**src/rtl/multi_bank_rd_mux.sv**
```systemverilog
// Latency-aligned read-return mux for the multi-bank memory.
// Tracks {valid, sel} per read and steers the addressed bank onto one port.
module multi_bank_rd_mux #(
  parameter int DATA_WIDTH = 8,
  parameter int NUM_BANKS  = 4,
  parameter int SEL_W      = 2,
  parameter int RD_LATENCY = 2,
  parameter int OUT_REG    = 1
) (
  input  logic                            i_clk,
  input  logic                            i_rst_n,
  input  logic                            i_rd_en,
  input  logic [SEL_W-1:0]                i_bank_sel,
  input  logic [NUM_BANKS*DATA_WIDTH-1:0] i_bank_rdata,
  input  logic                            i_flush,
  output logic [DATA_WIDTH-1:0]           o_rdata,
  output logic                            o_rvalid,
  output logic [SEL_W-1:0]                o_rbank,
  output logic                            o_err,
  output logic [3:0]                      o_pending
);

  localparam logic [SEL_W:0] NB = (SEL_W+1)'(NUM_BANKS);

  logic [RD_LATENCY-1:0] vld_q;
  logic [SEL_W-1:0]      sel_q [RD_LATENCY];

  logic                  fin_vld;
  logic [SEL_W-1:0]      fin_sel;
  logic                  fin_err;
  logic [DATA_WIDTH-1:0] word;
  logic                  ret;
  logic [3:0]            pend_q;

  always_ff @(posedge i_clk or negedge i_rst_n) begin
    if (!i_rst_n) begin
      vld_q <= '0;
      for (int n = 0; n < RD_LATENCY; n++) begin
        sel_q[n] <= '0;
      end
    end else if (i_flush) begin
      vld_q <= '0;
    end else begin
      vld_q[0] <= i_rd_en;
      sel_q[0] <= i_bank_sel;
      for (int n = 1; n < RD_LATENCY; n++) begin
        vld_q[n] <= vld_q[n-1];
        sel_q[n] <= sel_q[n-1];
      end
    end
  end

  assign fin_vld = vld_q[RD_LATENCY-1];
  assign fin_sel = sel_q[RD_LATENCY-1];
  assign fin_err = {1'b0, fin_sel} >= NB;

  // Unmatched selects leave the word at zero.
  always_comb begin
    word = '0;
    for (int b = 0; b < NUM_BANKS; b++) begin
      if ({1'b0, fin_sel} == (SEL_W+1)'(b)) begin
        word = i_bank_rdata[b*DATA_WIDTH +: DATA_WIDTH];
      end
    end
  end

  generate
    if (OUT_REG != 0) begin : g_reg
      always_ff @(posedge i_clk or negedge i_rst_n) begin
        if (!i_rst_n) begin
          o_rvalid <= 1'b0;
          o_err    <= 1'b0;
          o_rdata  <= '0;
          o_rbank  <= '0;
        end else if (i_flush) begin
          o_rvalid <= 1'b0;
          o_err    <= 1'b0;
        end else begin
          o_rvalid <= fin_vld;
          o_err    <= fin_vld & fin_err;
          if (fin_vld) begin
            o_rdata <= word;
            o_rbank <= fin_sel;
          end
        end
      end
      assign ret = o_rvalid;
    end else begin : g_comb
      always_comb begin
        o_rvalid = fin_vld;
        o_err    = fin_vld & fin_err;
        o_rdata  = fin_vld ? word : '0;
        o_rbank  = fin_vld ? fin_sel : '0;
      end
      assign ret = fin_vld;
    end
  endgenerate

  always_ff @(posedge i_clk or negedge i_rst_n) begin
    if (!i_rst_n) begin
      pend_q <= '0;
    end else if (i_flush) begin
      pend_q <= '0;
    end else if (i_rd_en && !ret) begin
      pend_q <= pend_q + 4'd1;
    end else if (!i_rd_en && ret) begin
      pend_q <= pend_q - 4'd1;
    end
  end

  assign o_pending = pend_q;

endmodule

```
**config.mk**
```make
export PLATFORM = sky130hd
export DESIGN_NAME = multi_bank_rd_mux
export DESIGN_NICKNAME = d
export VERILOG_FILES = /design/src/rtl/multi_bank_rd_mux.sv
export SDC_FILE = /design/constraint.sdc
export NUM_CORES = 1
export LEC_CHECK = 0
export CAP_MARGIN = 25
export CORE_MARGIN = 3
export CORE_UTILIZATION = 35
export CTS_CLUSTER_DIAMETER = 40
export DETAILED_ROUTE_END_ITERATION = 12
export DONT_BUFFER_PORTS = 1
export RECOVER_POWER = 100
export SKIP_LAST_GASP = 1
export SLEW_MARGIN = 20
export SYNTH_ARGS = -nofsm -noshare
export SYNTH_HDL_FRONTEND = slang
export SYNTH_SLANG_ARGS = --single-unit
```
**constraint.sdc**
```tcl
create_clock -name i_clk -period 2.31 [get_ports i_clk]
set_input_delay 0.462 -clock i_clk [delete_from_list [all_inputs] [get_ports i_clk]]
set_output_delay 0.462 -clock i_clk [all_outputs]
set_load 0.03 [all_outputs]
```
# Word level (Yosys, flattened, before mapping)
# Cells that the tools add are included.
# totals
regBits,21
out_inout_bits,16
# classes
bitwise_logic,1
eq_ne,3
n_mux,9
addsub,2
reduce_logical,7
# op_table
cell,count
8-bit two-way mux,4
4-bit two-way mux,3
4-bit by 1-bit adder with 4-bit output (second input constant),1
2-bit == test (second input constant),2
4-bit by 1-bit subtractor with 4-bit output (second input constant),1
3-bit nonzero test,1
2-bit by 1-bit == test with 1-bit output (second input constant),1
1-bit logical AND,2
1-bit zero test,2
2-bit zero test,1
2-bit two-way mux,1
2-bit AND reduction,1
1-bit two-way mux,1
1-bit inverter,1

# Longest topological paths before layout
# logic_depth
depth_word,5
mapped_depth,6
ltp_nobuf,6

# Worst setup path after synthesis
# Ideal clock, no wire load.
# synth_path
path_kind,register to register
start,reg o_rvalid
end,reg pend_q[3] (netlist: o_pending[3])
setup_ns,0.139
stages_incl_launch_ff,6
period_less_slack_ns,1.986
t_required_ns,2.171
t_arrival_ns,1.847
path_slack_ns,0.324
path_cell_list,dfrtp_1 nand2b_1 ha_1 a21oi_1 a2111oi_0 or4_1
# synth_between
elab_chain_cells,4
elab_cells_between_ends,6
classes_between,2 x mux; 4 x reduce/logical
# synth_lines
item,line_no,rtl
start: declaration,17,"output logic o_rvalid,"
start signal: assignment,79,o_rvalid <= fin_vld;
1-bit zero test,104,end else if (i_rd_en && !ret) begin
1-bit logical AND,104,
4-bit two-way mux,104,
4-bit two-way mux,102,end else if (i_flush) begin
end signal: assignment,105,pend_q <= pend_q + 4'd1;
end signal: assignment,107,pend_q <= pend_q - 4'd1;
end: declaration,33,logic [3:0] pend_q;
# Parallel ways exist; a longest one is shown, timed or not.
# A chain may end at the register's enable or synchronous reset.

# Final worst setup path
# Same ends and word-level chain as after synthesis.

==> flow_summary.ini <==
[run_status]
status = completed

[timing]
final_min_period_over_clock_period_pct = 83.1
tns_ps = 0
hold_viol_final = 0
rsz0062_at_grt = false
slew_headroom_pct = 45.5
fmax_ghz = 0.521
fin_crit_ps = 1920
finalSetupViolations = 0
tightest_slew_ps = 818
skew_ps = 0.698
drv_slew = 0

[floorplan]
pin_count = 54
fp.dieH_um = 63.0
core-area_um2 = 3080
fp-row-count = 20
start_util_pct = 37.0
dieArea_um2 = 3970
die_x_um = 63.0

[grt]
grt_max_degree = 22
grt_pass1_vias = 682
grt.total_usage_pct = 11.9
antenna_found_initial = 0
grt_pass1_wl_um = 3570
overflow = 0

[route]
drtIter0Drc = 10
wirelength_um = 2160
drtPass1Iterations = 3
ant_nets = 0
dr.max_layer_used = met4
met2RoutedLength_um = 1070
drc = 0
wl_met1_um = 839
wl_met3_um = 179
vias = 636
routedWlPerCell_um = 17.3
viasPerCell = 5.09

[worst_setup_path]
crit_arrival_ps = 2100
r2r-start = o_rvalid
path_class = register to register
slowest_stage = or4_1
crit_buf_inv = 0
cp-end-kind = register
worstPathCellList = nand2b_1 -> ha_1 -> a21oi_1 -> a2111oi_0 -> or4_1
cp-start-kind = register
required_ps = 2500
cp_max_fo = 4
reg2reg_to = o_pending[3]
r2r_slack_ps = 390
cpLargestDelayFamily = simple AND/OR/NAND/NOR gates
r2r_cells = 5
slowest_delay_ps = 500

[synthesis]
synth_nets = 119
avgSynthCellArea_um2 = 14.6
ys_top_cells_by_area = dfrtp_1 46%, mux4_2 16%, mux2_4 11%, mux2_2 5.9%, ha_1 2.2%
synthFlopType = dfrtp_1
synth_commonest_cells = 21 x dfrtp_1, 8 x mux2_4, 8 x mux4_2
postSynthCellCount = 78
async_flop_share_pct = 100
yosysMostFrequentCell = dfrtp_1
yosys.area.top_type = dfrtp_1
ys_seq_area_share_pct = 46.2
synth-seq-cells = 21
yosysWarnings = 0
yosys.area.top_type_share_pct = 46.2
yosys.cell_types.count = 27
synth_edf_count = 0
syn_area_um2 = 1140

[placement]
dp_cells = 119
dp_hpwl_um = 1700
numPortBuffers = 0
gp_congestion = 0.872

[clocking]
clkSinkCount = 21
cts_tree = yes
htree_levels = 1
cts_root_buffer = clkbuf_4
path_clk_slew_ps = 110
post_cts_buffers = 0
cts_buffers = 3
clk_latency_ps = 300
cts_resized = 0
clock_path_buffers = 2

[layout]
syn2layout_area_growth_pct = 3.52
nets = 123
fillCellCount = 300
layout-drive-gt1-share_pct = 21.0
num_antenna_cells = 0
final_cells = 125

[pwr]
clockPowerShare_pct = 17.3
power_frac_seq_pct = 65.5
ir_worst_vdd_uv = 222
p_int_uw = 623
p_switching_uw = 391
p_leak_uw = 0.000485
switching_share_pct = 38.6
p_comb_share_pct = 17.1
powerDensity_nw_per_um2 = 861

[hold_path]
hold_path_class = input pin to register
min_from = i_flush
hold_depth = 1
min_to = vld_q[1]

[job]
maxCapViolCount = 0
-- final cells by class --
type                    instances  area [um2]  share of cell area (%)
clock buffers                   4        26.3                    2.23
inverters                       3        11.3                   0.956
multi-input cells              49         538                    45.7
flip-flops and latches         21         526                    44.6
well taps                      44        55.1                    4.68
repair buffers                  4        21.3                    1.81
-- logic make-up (layout without fill, tap and decap cells) --
group	after synthesis	count (layout)	share of synthesized area, %
buffers and inverters	8	11	3.85
and+or+nand+nor	16	16	8.36
adders and majority gates	3	3	3.96
xor gates and xnor gates	2	2	1.54
AOI/OAI and AO/OA	4	4	2.53
muxes	23	23	33.2
other	1	1	0.330
DFF	21	21	46.2
-- cells in the final DEF, fill, tap and decap left out --
cell type and n:
dlygate4sd3_1 1, clkbuf_1 4, nor2_1 4, ha_1 2
or4_1 1, fa_1 1, dfrtp_1 21, mux2_1 8
mux4_2 8, nor3_1 1, a2111oi_0 1, inv_1 3
nor2b_1 4, nor4bb_1 1, mux2_2 6, clkbuf_4 3
nand2b_1 2, and2_1 1, mux2i_1 1, conb_1 1
nand3_1 1, a21oi_1 1, a211oi_1 2, and4_1 1
xor2_1 1, xnor2_1 1
-- sequential cells by signal, summed over array words and instances (netlist names) --
signal and cells:
vld_q 2, o_pending 4, o_rdata 8, sel_q 2
o_rbank 2, o_rvalid 1, fin_sel 2
-- through the flow --
step	hold WS [ps]	setup slack [ps]	power, uW	util [%]	instance area, um2
after floorplan	166	324	848	-	1140
after global placement	167	459	873	38.2	1170
after detailed placement	167	412	884	38.2	1170
after CTS	194	398	1070	39.3	1210
after global routing	182	305	1070	38.3	1180
final	208	391	1010	38.3	1180
-- worst register-to-register path: stages, from the launching register on --
cell and delay, ps:
dfrtp_1 390, nand2b_1 190, ha_1 340, a21oi_1 240
a2111oi_0 140, or4_1 500
-- how the worst max path moves through the flow --
stage             start      endpoint  cells past startpoint
2_1_floorplan  o_rvalid  o_pending[3]                      5
3_3_place_gp    i_rd_en  o_pending[3]                      5
3_5_place_dp    i_rd_en  o_pending[3]                      5
4_1_cts        o_rvalid  o_pending[3]                      5
5_1_grt        o_rvalid  o_pending[3]                      5
6_report       o_rvalid  o_pending[3]                      5
-- power by group through the flow --
stage / registers (uW) / logic (uW) / clock network, uW
after floorplan: 636 / 212 / 0
after global placement: 674 / 200 / 0
after detailed placement: 677 / 207 / 0
after CTS: 672 / 216 / 184
after global routing: 679 / 193 / 200
final: 664 / 174 / 176
-- routing by layer --
layer | global-route usage, % | up-vias
met2 | 18.7 | 26
met5 | 0 | -
met1 | 13.2 | 313
met4 | 8.54 | 0
li1 | - | 291
met3 | 4.32 | 6
-- repair_timing --
action	in CTS	in global routing
hold endpoints to repair	21	0
hold buffers	1	0
setup endpoints to repair	0	0
(Power assumes the default switching activity.)
